===== config.mk =====
export PLATFORM = sky130hd
export DESIGN_NAME = squeeze_layer_sequencer
export DESIGN_NICKNAME = d
export VERILOG_FILES = /design/src/rtl/squeeze_layer_sequencer.sv
export SDC_FILE = /design/constraint.sdc
export NUM_CORES = 1
export LEC_CHECK = 0
export CORE_AREA = 2 2 63 65
export CTS_CLUSTER_DIAMETER = 30
export DETAILED_ROUTE_END_ITERATION = 12
export DIE_AREA = 0 0 65 67
export PLACE_DENSITY = 0.86
export SLEW_MARGIN = 25
export SYNTH_ARGS = -nofsm -noshare
export SYNTH_HDL_FRONTEND = slang
export SYNTH_SLANG_ARGS = --single-unit
export TNS_END_PERCENT = 1

===== constraint.sdc =====
create_clock -name clk -period 3 [get_ports clk]
set_input_delay 0.9 -clock clk [delete_from_list [all_inputs] [get_ports clk]]
set_output_delay 0.9 -clock clk [all_outputs]
set_load 0.05 [all_outputs]

===== src/rtl/squeeze_layer_sequencer.sv =====
// Sequencer for one squeeze/conv layer: weight addressing, MAC enable, accumulator
// clear/sample strobes and the layer-finish handshake with the downstream RAM.
module squeeze_layer_sequencer #(
    parameter int CHIN       = 256,
    parameter int KERNEL_DIM = 3,
    parameter int WOUT       = 16,
    parameter int BRAM_DEPTH = 2048,
    parameter int CLR_LAT    = 2,
    localparam int ACC_LEN   = KERNEL_DIM * KERNEL_DIM * CHIN,
    localparam int AW        = $clog2(ACC_LEN),
    localparam int NPIX      = WOUT * WOUT,
    localparam int PW        = $clog2(NPIX) + 1
) (
    input  logic          clk,
    input  logic          rst,
    input  logic          start,
    input  logic          ifm_valid,
    input  logic          ram_feedback,
    output logic [AW-1:0] weight_addr,
    output logic          rom_sel,
    output logic          mac_en,
    output logic          clr_pulse,
    output logic          sample,
    output logic          busy,
    output logic          layer_finish
);

    typedef enum logic [1:0] {IDLE, RUN, DRAIN, DONE} state_t;

    state_t        state;
    state_t        state_nx;
    logic [AW-1:0] k_cnt;
    logic [PW-1:0] pixel_cnt;
    // Bit 0 marks the mac_en cycle of a pixel's last MAC; clr_pulse is the tail.
    logic [CLR_LAT:0] clr_pipe;

    logic issue;
    logic issue_last;
    logic final_pix;

    assign issue      = (state == RUN) && ifm_valid;
    assign issue_last = issue && (k_cnt == AW'(ACC_LEN - 1));
    assign final_pix  = (pixel_cnt == PW'(NPIX - 1));
    assign clr_pulse  = clr_pipe[CLR_LAT];

    always_comb begin
        state_nx = state;
        case (state)
            IDLE:    if (start) state_nx = RUN;
            RUN:     if (issue_last && final_pix) state_nx = DRAIN;
            // Earlier pixels' samples may still be in flight; wait for an empty pipe.
            DRAIN:   if (sample && !(|clr_pipe)) state_nx = DONE;
            DONE:    if (ram_feedback) state_nx = IDLE;
            default: state_nx = IDLE;
        endcase
    end

    always_ff @(posedge clk or posedge rst) begin
        if (rst) begin
            state        <= IDLE;
            k_cnt        <= '0;
            pixel_cnt    <= '0;
            clr_pipe     <= '0;
            weight_addr  <= '0;
            rom_sel      <= 1'b0;
            mac_en       <= 1'b0;
            sample       <= 1'b0;
            busy         <= 1'b0;
            layer_finish <= 1'b0;
        end else begin
            state        <= state_nx;
            mac_en       <= issue;
            busy         <= (state_nx != IDLE);
            layer_finish <= (state_nx == DONE);
            clr_pipe     <= {clr_pipe[CLR_LAT-1:0], issue_last};
            sample       <= clr_pipe[CLR_LAT];

            if (state == IDLE && start) begin
                k_cnt       <= '0;
                pixel_cnt   <= '0;
                weight_addr <= '0;
                rom_sel     <= 1'b0;
            end else if (issue) begin
                weight_addr <= k_cnt;
                rom_sel     <= ({{(32-AW){1'b0}}, k_cnt} >= 32'(BRAM_DEPTH));
                if (issue_last) begin
                    k_cnt <= '0;
                    if (pixel_cnt < PW'(NPIX))
                        pixel_cnt <= pixel_cnt + PW'(1);
                end else begin
                    k_cnt <= k_cnt + AW'(1);
                end
            end
        end
    end

endmodule

==> impl_metrics.prom, run 1 <==
# TYPE chip_impl_metric gauge
chip_impl_metric{name="post-route-worst-setup-slack",unit="ps"} 397
chip_impl_metric{name="die-height",unit="µm"} 67
chip_impl_metric{name="reg2reg_setup_slack",unit="ps"} 770
chip_impl_metric{name="worst_ir_drop_vdd",unit="V"} 0.000333
chip_impl_metric{name="post_synth_inst_count",unit=""} 191
chip_impl_metric{name="layoutNonFillerInstCount",unit=""} 268
chip_impl_metric{name="detail_route.drc_violations",unit=""} 0
chip_impl_metric{name="synth_edf_count",unit=""} 0
chip_impl_metric{name="num-nets-final",unit=""} 228
chip_impl_metric{name="postRouteAntennaNets",unit=""} 0
chip_impl_metric{name="fraction_of_registers_with_async_set_or_reset_after_synthesis",unit=""} 1.00
chip_impl_metric{name="global_route.usage.total",unit=""} 0.207
chip_impl_metric{name="pwrdens",unit="nW/µm²"} 640
chip_impl_metric{name="design.portCount",unit=""} 23
chip_impl_metric{name="cts_hold_repair.buffers",unit=""} 0
chip_impl_metric{name="viasPerCell",unit=""} 5.62
chip_impl_info{name="final_common_cell",value="sky130_fd_sc_hd__dfrtp_1"} 1
chip_impl_metric{name="max_clock_freq",unit="MHz"} 384
chip_impl_metric{name="number_of_storage_elements_in_the_synthesis_netlist",unit=""} 43
chip_impl_metric{name="setup_viol_count_final",unit=""} 0
chip_impl_metric{name="route.met3.wl",unit="µm"} 160
chip_impl_metric{name="filler_cell_count",unit=""} 276
chip_impl_metric{name="globalRoute.totalOverflow",unit=""} 0
chip_impl_metric{name="via_count",unit=""} 1505
chip_impl_metric{name="final_layout_size_suffix_gt1_frac",unit=""} 0.0864
chip_impl_metric{name="core",unit="µm²"} 3610
chip_impl_metric{name="dr_wl_met2",unit="mm"} 1.92
chip_impl_info{name="setup.worst_path.end_class",value="flip-flop"} 1
chip_impl_metric{name="num_antenna_cells",unit=""} 0
chip_impl_info{name="uppermost_metal_layer_occupied_by_signal_nets",value="met4"} 1
chip_impl_metric{name="finalCritPeriodShare",unit=""} 0.868
chip_impl_metric{name="critical_path.max_fanout",unit=""} 12
chip_impl_metric{name="cts_setup_buffers",unit=""} 0
chip_impl_metric{name="setup_tns",unit="ps"} 0
chip_impl_metric{name="maxCapViolCount",unit=""} 0
chip_impl_metric{name="detail_route.wirelength",unit="mm"} 3.84
chip_impl_metric{name="sequential_to_total_area_share_from_yosys_stat",unit=""} 0.558
chip_impl_metric{name="clock_sink_count",unit=""} 43
chip_impl_metric{name="place.detailed.hpwl",unit="mm"} 2.67
chip_impl_info{name="cts_tree",value="built"} 1
chip_impl_metric{name="met1_length",unit="mm"} 1.69
chip_impl_metric{name="timing.final.crit_period",unit="ps"} 2600
chip_impl_metric{name="yosys_warnings",unit=""} 0
chip_impl_metric{name="clockBufferDepth",unit=""} 2
chip_impl_metric{name="insertion_delay",unit="ps"} 300
chip_impl_metric{name="detail_route.first_pass.iterations",unit=""} 6
chip_impl_metric{name="finalHoldViolCount",unit=""} 0
chip_impl_metric{name="first_pass_grt_wire_length",unit="mm"} 6.87
chip_impl_metric{name="placement.setup.worst_slack",unit="ps"} 97.9
chip_impl_metric{name="finalWeightedCongestion",unit=""} 0.764
chip_impl_info{name="outcome",value="finished clean"} 1
chip_impl_metric{name="drt-initial-drc-count",unit=""} 165
chip_impl_metric{name="slew_viol_final",unit=""} 0
chip_impl_metric{name="critPathRequiredTime",unit="ps"} 3220
chip_impl_info{name="min-delay-path-class",value="flip-flop to flip-flop"} 1
chip_impl_metric{name="final_util",unit=""} 0.649
chip_impl_metric{name="synth_fp_nets",unit=""} 200
chip_impl_metric{name="grt_start_max_net_pins",unit=""} 44
chip_impl_info{name="yosys_most_used_dff",value="sky130_fd_sc_hd__dfrtp_1"} 1
chip_impl_info{name="cts_root_buffer",value="sky130_fd_sc_hd__clkbuf_8"} 1
chip_impl_metric{name="die_w",unit="µm"} 65
chip_impl_metric{name="fin_worst_skew",unit="ps"} 8.35
chip_impl_metric{name="buffer_ports.inserted",unit=""} 22
chip_impl_metric{name="num_rows",unit=""} 22
chip_impl_info{name="rsz_0062_raised_after_global_routing",value="no"} 1
chip_impl_metric{name="areaGrowthSynthToFinish",unit="%"} 21.3
chip_impl_metric{name="cts_repair_resize_count",unit=""} 0
chip_impl_metric{name="clk_pin_slew_worst_paths",unit="ps"} 80
chip_impl_metric{name="mapped_area",unit="µm²"} 1930
chip_impl_info{name="timing.critical_path.from_type",value="input pin"} 1
chip_impl_metric{name="via_count_of_the_first_global_routing_pass",unit=""} 1504
chip_impl_info{name="final_cell_mix",value="43 x sky130_fd_sc_hd__dfrtp_1, 33 x sky130_fd_sc_hd__nand2_1, 22 x sky130_fd_sc_hd__clkdlybuf4s50_1, 17 x sky130_fd_sc_hd__a21oi_1, 14 x sky130_fd_sc_hd__nor2_1"} 1
chip_impl_metric{name="cts-buffers-inserted",unit=""} 5
chip_impl_metric{name="timing.slew.headroom",unit=""} 0.596
chip_impl_metric{name="post_synth_num_cell_types",unit=""} 38
chip_impl_metric{name="worstPathArrival",unit="ps"} 2830
chip_impl_metric{name="max_slew.worst_pin.slew",unit="ps"} 591
chip_impl_info{name="critPathKind",value="input pin to flip-flop"} 1
chip_impl_metric{name="post-place-cells",unit=""} 260
chip_impl_metric{name="leakage",unit="nW"} 1.03
chip_impl_metric{name="grt_antenna_before_repair",unit=""} 0
chip_impl_metric{name="post_synth.cell_area_avg",unit="µm²"} 10.1
chip_impl_metric{name="avgRoutedWirePerCell",unit="µm"} 14.3
chip_impl_metric{name="die_area",unit="µm²"} 4360
chip_impl_metric{name="initial_utilization",unit=""} 0.535
chip_impl_metric{name="clock_tree.htree_level_count",unit=""} 2
[metal layers]
layer | track usage | vias to the layer above
li1 | - | 719
met1 | 0.253 | 745
met2 | 0.351 | 33
met3 | 0.0557 | 8
met4 | 0.0798 | 0
met5 | 0 | -
[power by group]
group / switching [W] / internal (W) / total, W
Combinational: 0.000207 / 0.000120 / 0.000327
Sequential: 0.0000725 / 0.000650 / 0.000723
Clock: 0.000202 / 0.000248 / 0.000449
Total: 0.000481 / 0.00102 / 0.00150
[worst paths after layout]
check / endpoint / depth (start not counted) / from
worst max-delay path: pixel_cnt[3]$_DFFE_PP0P_ / 5 / ifm_valid
max in group asynchronous: pixel_cnt[6]$_DFFE_PP0P_ / 3 / rst
worst min register to register: clr_pipe[2]$_DFF_PP0_ / 0 / clr_pipe[1]$_DFF_PP0_
worst max register to register: pixel_cnt[3]$_DFFE_PP0P_ / 4 / k_cnt[8]$_DFFE_PP0P_
min in group asynchronous: weight_addr[2]$_DFFE_PP0P_ / 3 / rst
worst min-delay path: clr_pipe[2]$_DFF_PP0_ / 0 / clr_pipe[1]$_DFF_PP0_
[kinds of logic (layout without fill, tap and decap cells)]
family,after synthesis,after routing,synth area share
multiplexers,2,2,0.0104
buffers and inverters,18,47,0.0396
flip-flops,43,43,0.558
AND/OR/NAND/NOR,75,75,0.194
AO/OA/AOI/OAI,39,39,0.127
adder cells (fa/ha/maj),4,4,0.0259
XOR/XNOR,10,10,0.0454
[synthesized netlist by cell type (2+ instances only)]
cell	instances	area (µm²)
sky130_fd_sc_hd__a2111oi_0	2	17.5
sky130_fd_sc_hd__a211oi_1	3	22.5
sky130_fd_sc_hd__a21oi_1	17	85.1
sky130_fd_sc_hd__a22o_1	3	26.3
sky130_fd_sc_hd__and4_1	2	17.5
sky130_fd_sc_hd__clkbuf_1	6	22.5
sky130_fd_sc_hd__dfrtp_1	43	1080
sky130_fd_sc_hd__ha_1	4	50.1
sky130_fd_sc_hd__inv_1	9	33.8
sky130_fd_sc_hd__mux2i_1	2	20.0
sky130_fd_sc_hd__nand2_1	33	124
sky130_fd_sc_hd__nand2b_1	2	12.5
sky130_fd_sc_hd__nand3_1	6	30.0
sky130_fd_sc_hd__nand4_1	2	12.5
sky130_fd_sc_hd__nor2_1	14	52.6
sky130_fd_sc_hd__nor3_1	2	10.0
sky130_fd_sc_hd__o21ai_0	8	40.0
sky130_fd_sc_hd__or3_1	4	25.0
sky130_fd_sc_hd__or4_4	2	22.5
sky130_fd_sc_hd__xnor2_1	7	61.3
sky130_fd_sc_hd__xor2_1	3	26.3
[final cells by class]
cell class                 count  area, µm²  share of cell area
sequential                    43       1080               0.460
multi-input combinational    130        782               0.334
timing repair buffer          29        273               0.117
clock buffer                   5       68.8              0.0294
tap                           48       60.1              0.0257
clock inverter                 3       43.8              0.0187
inverter                      10       37.5              0.0160
[sequential cells by signal, indices dropped and copies added (netlist names)]
register	cells
weight_addr	12
busy	1
layer_finish	1
k_cnt	12
sample	1
rom_sel	1
clr_pipe	3
pixel_cnt	9
mac_en	1
state	2
[critical path, stage by stage]
cell	delay [ps]
sky130_fd_sc_hd__clkdlybuf4s50_1	480
sky130_fd_sc_hd__or4bb_1	420
sky130_fd_sc_hd__or4_4	510
sky130_fd_sc_hd__or3_1	370
sky130_fd_sc_hd__a21oi_1	150
[metrics by stage]
step	power (W)	hold WS [ps]	cell area, µm²
after global placement	0.00105	359	2230
final	0.00150	383	2340
after CTS	0.00151	383	2340
after global routing	0.00157	388	2340
after floorplan	0.000948	355	1930
after detailed placement	0.00106	364	2230
Power figures use the tool's default switching activity.
==> inputs of run 2 (changes only) <==
--- a/config.mk
+++ b/config.mk
@@ -5,11 +5,12 @@
 export SDC_FILE = /design/constraint.sdc
 export NUM_CORES = 1
 export LEC_CHECK = 0
+export CAP_MARGIN = 20
 export CORE_AREA = 2 2 63 65
 export CTS_CLUSTER_DIAMETER = 30
 export DETAILED_ROUTE_END_ITERATION = 12
 export DIE_AREA = 0 0 65 67
-export PLACE_DENSITY = 0.86
+export PLACE_DENSITY = 0.76
 export SLEW_MARGIN = 25
 export SYNTH_ARGS = -nofsm -noshare
 export SYNTH_HDL_FRONTEND = slang
==> impl_metrics.prom, run 2 (synthesis gave the netlist of run 1 again) <==
# TYPE chip_impl_metric gauge
chip_impl_metric{name="cts-buffers-inserted",unit=""} 5
chip_impl_metric{name="critPathRequiredTime",unit="ps"} 3210
chip_impl_metric{name="clk_pin_slew_worst_paths",unit="ps"} 80
chip_impl_info{name="setup.worst_path.end_class",value="flip-flop"} 1
chip_impl_metric{name="grt_start_max_net_pins",unit=""} 44
chip_impl_metric{name="worst_ir_drop_vdd",unit="V"} 0.000406
chip_impl_metric{name="reg2reg_setup_slack",unit="ps"} 710
chip_impl_metric{name="leakage",unit="nW"} 1.01
chip_impl_metric{name="fin_worst_skew",unit="ps"} 7.25
chip_impl_metric{name="avgRoutedWirePerCell",unit="µm"} 15.4
chip_impl_info{name="critPathKind",value="input pin to flip-flop"} 1
chip_impl_metric{name="cts_hold_repair.buffers",unit=""} 0
chip_impl_metric{name="final_layout_size_suffix_gt1_frac",unit=""} 0.0822
chip_impl_metric{name="global_route.usage.total",unit=""} 0.218
chip_impl_metric{name="finalCritPeriodShare",unit=""} 0.888
chip_impl_metric{name="core",unit="µm²"} 3610
chip_impl_info{name="layout_top_registers",value="k_cnt (12), weight_addr (12), pixel_cnt (9)"} 1
chip_impl_metric{name="die-height",unit="µm"} 67
chip_impl_info{name="min-delay-path-class",value="flip-flop to flip-flop"} 1
chip_impl_metric{name="finalWeightedCongestion",unit=""} 0.815
chip_impl_metric{name="viasPerCell",unit=""} 5.64
chip_impl_metric{name="placed_cell_area",unit="µm²"} 2220
chip_impl_metric{name="clockBufferDepth",unit=""} 2
chip_impl_info{name="rr_endpoint",value="pixel_cnt[7]$_DFFE_PP0P_"} 1
chip_impl_metric{name="areaGrowthSynthToFinish",unit="%"} 20.5
chip_impl_metric{name="via_count_of_the_first_global_routing_pass",unit=""} 1509
chip_impl_info{name="min_to",value="clr_pipe[1]$_DFF_PP0_"} 1
chip_impl_metric{name="detail_route.wirelength",unit="mm"} 4.12
chip_impl_metric{name="pwrdens",unit="nW/µm²"} 630
chip_impl_metric{name="maxCapViolCount",unit=""} 0
chip_impl_metric{name="place.detailed.hpwl",unit="mm"} 2.80
chip_impl_metric{name="die_area",unit="µm²"} 4360
chip_impl_metric{name="setup_tns",unit="ps"} 0
chip_impl_metric{name="max_clock_freq",unit="MHz"} 375
chip_impl_metric{name="max_slew.worst_pin.slew",unit="ps"} 589
chip_impl_metric{name="slew_viol_final",unit=""} 0
chip_impl_metric{name="timing.hold.worst_path_depth",unit=""} 0
chip_impl_metric{name="clock_tree.htree_level_count",unit=""} 2
chip_impl_metric{name="post-route-worst-setup-slack",unit="ps"} 336
chip_impl_metric{name="design.portCount",unit=""} 23
chip_impl_metric{name="first_pass_grt_wire_length",unit="mm"} 7.15
chip_impl_info{name="timing.critical_path.from_type",value="input pin"} 1
chip_impl_info{name="cts_root_buffer",value="sky130_fd_sc_hd__clkbuf_8"} 1
chip_impl_metric{name="filler_cell_count",unit=""} 279
chip_impl_info{name="min-delay-start",value="clr_pipe[0]$_DFF_PP0_"} 1
chip_impl_metric{name="grt_antenna_before_repair",unit=""} 0
chip_impl_info{name="final_cell_mix",value="43 x sky130_fd_sc_hd__dfrtp_1, 33 x sky130_fd_sc_hd__nand2_1, 22 x sky130_fd_sc_hd__clkdlybuf4s50_1, 17 x sky130_fd_sc_hd__a21oi_1, 14 x sky130_fd_sc_hd__nor2_1"} 1
chip_impl_metric{name="drt-initial-drc-count",unit=""} 138
chip_impl_metric{name="postRouteAntennaNets",unit=""} 0
chip_impl_metric{name="worstPathArrival",unit="ps"} 2880
chip_impl_info{name="crit_slowest_cell",value="sky130_fd_sc_hd__or4_4"} 1
chip_impl_metric{name="clock_sink_count",unit=""} 43
chip_impl_metric{name="critical_path.max_fanout",unit=""} 12
chip_impl_metric{name="placement.setup.worst_slack",unit="ps"} 117
chip_impl_info{name="outcome",value="finished clean"} 1
chip_impl_metric{name="timing.final.crit_period",unit="ps"} 2660
chip_impl_metric{name="num-nets-final",unit=""} 227
chip_impl_info{name="rsz_0062_raised_after_global_routing",value="no"} 1
chip_impl_metric{name="timing.slew.headroom",unit=""} 0.597
chip_impl_metric{name="num_antenna_cells",unit=""} 0
chip_impl_info{name="timing.rr.start",value="k_cnt[8]$_DFFE_PP0P_"} 1
chip_impl_metric{name="cts_setup_buffers",unit=""} 0
chip_impl_metric{name="buffer_ports.inserted",unit=""} 22
chip_impl_metric{name="cts_repair_resize_count",unit=""} 0
chip_impl_metric{name="finalHoldViolCount",unit=""} 0
chip_impl_metric{name="slowest_delay",unit="ps"} 520
chip_impl_metric{name="hold-worst-slack",unit="ps"} 380
chip_impl_metric{name="insertion_delay",unit="ps"} 300
chip_impl_metric{name="detail_route.first_pass.iterations",unit=""} 4
chip_impl_info{name="cts_tree",value="built"} 1
chip_impl_metric{name="via_count",unit=""} 1505
chip_impl_metric{name="num_rows",unit=""} 22
chip_impl_info{name="cp_cell_sequence",value="clkdlybuf4s50_1 > or4bb_1 > or4_4 > nor3_1 > mux2i_1"} 1
chip_impl_info{name="final_common_cell",value="sky130_fd_sc_hd__dfrtp_1"} 1
chip_impl_metric{name="die_w",unit="µm"} 65
chip_impl_metric{name="worstRegToRegCells",unit=""} 4
chip_impl_metric{name="initial_utilization",unit=""} 0.535
chip_impl_metric{name="setup_viol_count_final",unit=""} 0
chip_impl_info{name="kind_of_cell_with_the_highest_combined_delay_on_the_critical_path",value="simple AND/OR/NAND/NOR gates"} 1
chip_impl_metric{name="globalRoute.totalOverflow",unit=""} 0
chip_impl_metric{name="detail_route.drc_violations",unit=""} 0
chip_impl_metric{name="critical_path_buf_inv_count",unit=""} 1
chip_impl_metric{name="final_cell_area",unit="µm²"} 2320
[run 2: worst max-delay path by stage]
stage               slack (ps)                       end      start  depth (start not counted)
finish                     340  pixel_cnt[7]$_DFFE_PP0P_  ifm_valid                          5
CTS                        320  pixel_cnt[7]$_DFFE_PP0P_  ifm_valid                          5
global route               290  pixel_cnt[7]$_DFFE_PP0P_  ifm_valid                          5
detailed placement         120  pixel_cnt[5]$_DFFE_PP0P_  ifm_valid                          5
floorplan                  620  pixel_cnt[3]$_DFFE_PP0P_  ifm_valid                          5
global placement           160  pixel_cnt[6]$_DFFE_PP0P_  ifm_valid                          5
[run 2: power breakdown]
part           internal (W)  switching [W]  leakage [nW]
logic              0.000119       0.000212         0.398
clock network      0.000209       0.000198        0.0505
registers          0.000650      0.0000760         0.567
total              0.000978       0.000485          1.01
[run 2: cell type report]
| class | count | area [µm²] | share of cell area |
|---|---|---|---|
| Clock buffer | 7 | 96.3 | 0.0414 |
| Clock inverter | 1 | 7.51 | 0.00323 |
| Inverter | 10 | 37.5 | 0.0161 |
| Multi-Input combinational cell | 130 | 782 | 0.336 |
| Sequential cell | 43 | 1080 | 0.463 |
| Tap cell | 48 | 60.1 | 0.0258 |
| Timing Repair Buffer | 28 | 265 | 0.114 |
[run 2: worst register-to-register path, cell delays in order (launching register included)]
cell and delay [ps]:
sky130_fd_sc_hd__dfrtp_1 450, sky130_fd_sc_hd__or4b_1 600, sky130_fd_sc_hd__or4_4 590, sky130_fd_sc_hd__nor3_1 310
sky130_fd_sc_hd__mux2i_1 260
[run 2: stage by stage]
stage,util,cells,total power [W]
after detailed placement,0.616,259,0.00107
after global routing,0.645,267,0.00153
final,0.645,267,0.00146
after CTS,0.645,267,0.00147
after global placement,0.616,259,0.00105
after floorplan,-,191,0.000948
[run 2: metal layers]
metal / vias up / track usage / routed length, µm
met5: - / 0 / 0
met4: 0 / 0.0851 / 87
met3: 10 / 0.0574 / 205
met2: 45 / 0.358 / 2060
met1: 731 / 0.275 / 1770
li1: 719 / - / -
==> variant, RTL diff (flow settings as in run 2) <==
The 4 states of `state_t` get a one-hot encoding in 4 bits.
--- a/src/rtl/squeeze_layer_sequencer.sv
+++ b/src/rtl/squeeze_layer_sequencer.sv
@@ -27,3 +27,3 @@
 
-    typedef enum logic [1:0] {IDLE, RUN, DRAIN, DONE} state_t;
+    typedef enum logic [3:0] {IDLE = 4'b0001, RUN = 4'b0010, DRAIN = 4'b0100, DONE = 4'b1000} state_t;
 
Formal check against the unedited RTL: no difference found for any inputs over 10 cycles, from zero or initial values and one cycle with rst high; not proved beyond that.
==> variant against run 2 <==
Sequential share of layout area decreased by 2.3 points. Non-clock buffer count up 3. Combinational power grew 14%. Synthesized cell count is 17% higher. Via count is 16% higher. Power increased by 6.8%. Wire length is 8.8% higher. Sequential cell count is 2 higher. Synthesized area is 10% higher. Design area grew 10%. Setup slack better by 0.11 ns. Largest cell class unchanged.
==> variant: results (changes against run 2) <==
Yosys
  – Synthesized area divided by synthesized cell count: 9.56 um2 (-5.4%)
  – Yosys warning count: 0 (unchanged)
  – Top area cells in the synthesized netlist: sky130_fd_sc_hd__dfrtp_1 52%, sky130_fd_sc_hd__nand2_1 6.3%, sky130_fd_sc_hd__a21oi_1 6.1%, sky130_fd_sc_hd__ha_1 2.3%, sky130_fd_sc_hd__nand3_1 2.3%
  – Commonest cells post-synth: 44 x sky130_fd_sc_hd__dfrtp_1, 36 x sky130_fd_sc_hd__nand2_1, 26 x sky130_fd_sc_hd__a21oi_1, 10 x sky130_fd_sc_hd__clkbuf_1, 10 x sky130_fd_sc_hd__nand3_1
  – Fraction of registers with async set or reset after synthesis: 100% (unchanged)
  – Post-synthesis cell type count: 39 (+2.6%)
  – Synthesized net count: 232 (+16%)
  – Share of the yosys chip area belonging to registers: 52.9% (-2.9 points)

Final layout
  – Post-layout instance count excluding filler cells: 299 (+12%)
  – # fillers: 274 (-1.8%)
  – Layout Nets: 259 (+14%)
  – Top flop regs: k_cnt (12), weight_addr (12), pixel_cnt (9)
  – Share of cells above drive strength 1: 7.97% (-0.25 points)
  – Number of diodes added for antenna fixing: 0 (unchanged)

Placement
  – Final RePlAce weighted congestion: 0.893 (+9.7%)
  – Quantity of I/O buffers inserted on ports: 22 (unchanged)
  – Cell total after placement: 291 (+12%)
  – Setup Slack @ Placement: 0.329 ns (+0.212 ns)
  – Post-DP HPWL: 3190 um (+14%)

Global route
  – Global-route wire length before repair: 7820 um (+9.5%)
  – Pin count of the biggest net entering global routing: 46 (+4.5%)
  – Vias in the first global route: 1,735 (+15%)
  – Antenna violations before repair: 0 (unchanged)
  – Aggregate global-route resource usage: 23.6% (+1.8 points)

Setup path
  – Class of the most critical setup path: reg2reg
  – Worst reg2reg path depth: 4 (unchanged)
  – Worst endpoint data arrival time: 2.78 ns (-0.10 ns)
  – Crit Path Max Fanout: 17 (+5)
  – Category of the worst setup path capture point: flip-flop
  – End of the worst register-to-register path: pixel_cnt[4]$_DFFE_PP0P_
  – Worst R2R Setup Slack: 0.45 ns (-0.26 ns)
  – Beginning of the worst register-to-register path: k_cnt[8]$_DFFE_PP0P_

Clocking
  – Clk root buf: sky130_fd_sc_hd__clkbuf_8
  – CTS buffer count: 5 (unchanged)
  – Number of buffers added for setup after CTS: 0 (unchanged)
  – Clock latency at the later pin of the worst-skew pair: 0.30 ns (about the same)
  – Resized cells post-CTS: 0 (unchanged)
  – H-tree depth: 2 (unchanged)
  – Buffer depth of the longest clock path: 2 (unchanged)
  – Clock-pin transition on the worst setup and hold timing paths: 0.08 ns (about the same)

Status
  – Run status: finished clean

STA
  – Slew margin rel.: 53.2% (-6.5 points)
  – Minimum clock period after layout: 2.55 ns (-0.110 ns)
  – Final Skew: 0.0101 ns (+0.00282 ns)

Power
  – Static Leak: 1.06 nW (+4.5%)
  – Max VDD drop: 290 uV (-28%)

Route
  – First-pass iteration count of the detailed router: 4 (unchanged)
  – Vias per inst: 5.84 (+3.6%)
  – Initial DRC Count: 88 (-36%)
  – DR WL/cell: 15.0 um (-2.9%)

Min path
  – Hold Path Class: reg2reg
==> variant: cell types whose count changed in the layout (fill, tap and decap cells not counted), sizes merged, moves of 4 or more <==
cell	change
a21oi	+9
nand3	+4
nor2	-7
nor3	+4
o31ai	+4
xnor2	-5
==> variant: worst min path at each step <==
stage,endpoint,from,cells after the start,slack [ns]
2_1_floorplan,clr_pipe[2]$_DFF_PP0_,clr_pipe[1]$_DFF_PP0_,0,0.35
3_3_place_gp,clr_pipe[1]$_DFF_PP0_,clr_pipe[0]$_DFF_PP0_,0,0.36
3_5_place_dp,clr_pipe[2]$_DFF_PP0_,clr_pipe[1]$_DFF_PP0_,0,0.37
4_1_cts,clr_pipe[2]$_DFF_PP0_,clr_pipe[1]$_DFF_PP0_,0,0.39
5_1_grt,clr_pipe[1]$_DFF_PP0_,clr_pipe[0]$_DFF_PP0_,0,0.41
6_report,clr_pipe[2]$_DFF_PP0_,clr_pipe[1]$_DFF_PP0_,0,0.39
==> variant: area by class of cell <==
type,instances,area share (%)
sequential,45,44.0
multi-input combinational,160,36.4
timing repair buffer,31,11.7
clock buffer,7,3.37
tap,48,2.34
clock inverter,1,1.17
inverter,7,1.02
==> variant: metrics by stage <==
| step | total power [mW] | cell area [um2] | util, % |
|---|---|---|---|
| final | 1.56 | 2560 | 71.1 |
| after global routing | 1.65 | 2560 | 71.1 |
| after CTS | 1.58 | 2560 | 71.1 |
| after detailed placement | 1.11 | 2450 | 67.9 |
| after global placement | 1.09 | 2450 | 67.9 |
| after floorplan | 0.973 | 2130 | - |
==> variant: cells by family (layout without fill, tap and decap cells) <==
kind of cell / after synthesis / after routing / synth area share [%]
AO/OA/AOI/OAI: 52 / 52 / 14.6
XOR/XNOR: 2 / 2 / 0.822
adder cells (fa/ha/maj): 4 / 4 / 2.35
buffers and inverters: 18 / 46 / 3.23
flip-flops: 45 / 45 / 52.9
multiplexers: 3 / 3 / 1.41
AND/OR/NAND/NOR: 99 / 99 / 24.7
==> variant: critical path: stages, from the launching register on <==
cell and delay (ns):
sky130_fd_sc_hd__dfrtp_1 0.45, sky130_fd_sc_hd__or4b_1 0.56, sky130_fd_sc_hd__or4_1 0.71, sky130_fd_sc_hd__or4_1 0.61, sky130_fd_sc_hd__a21oi_1 0.16
==> variant: per-layer routing <==
metal	wire [um]	GRT usage, %	up-vias
li1	-	-	853
met1	2000	29.2	843
met2	2270	40.2	43
met3	144	5.24	7
met4	62	9.31	0
met5	0	0	-
==> variant: power by group <==
| group | internal (mW) | switching [mW] |
|---|---|---|
| Combinational | 0.134 | 0.241 |
| Sequential | 0.660 | 0.0623 |
| Clock | 0.271 | 0.196 |
| Total | 1.06 | 0.499 |
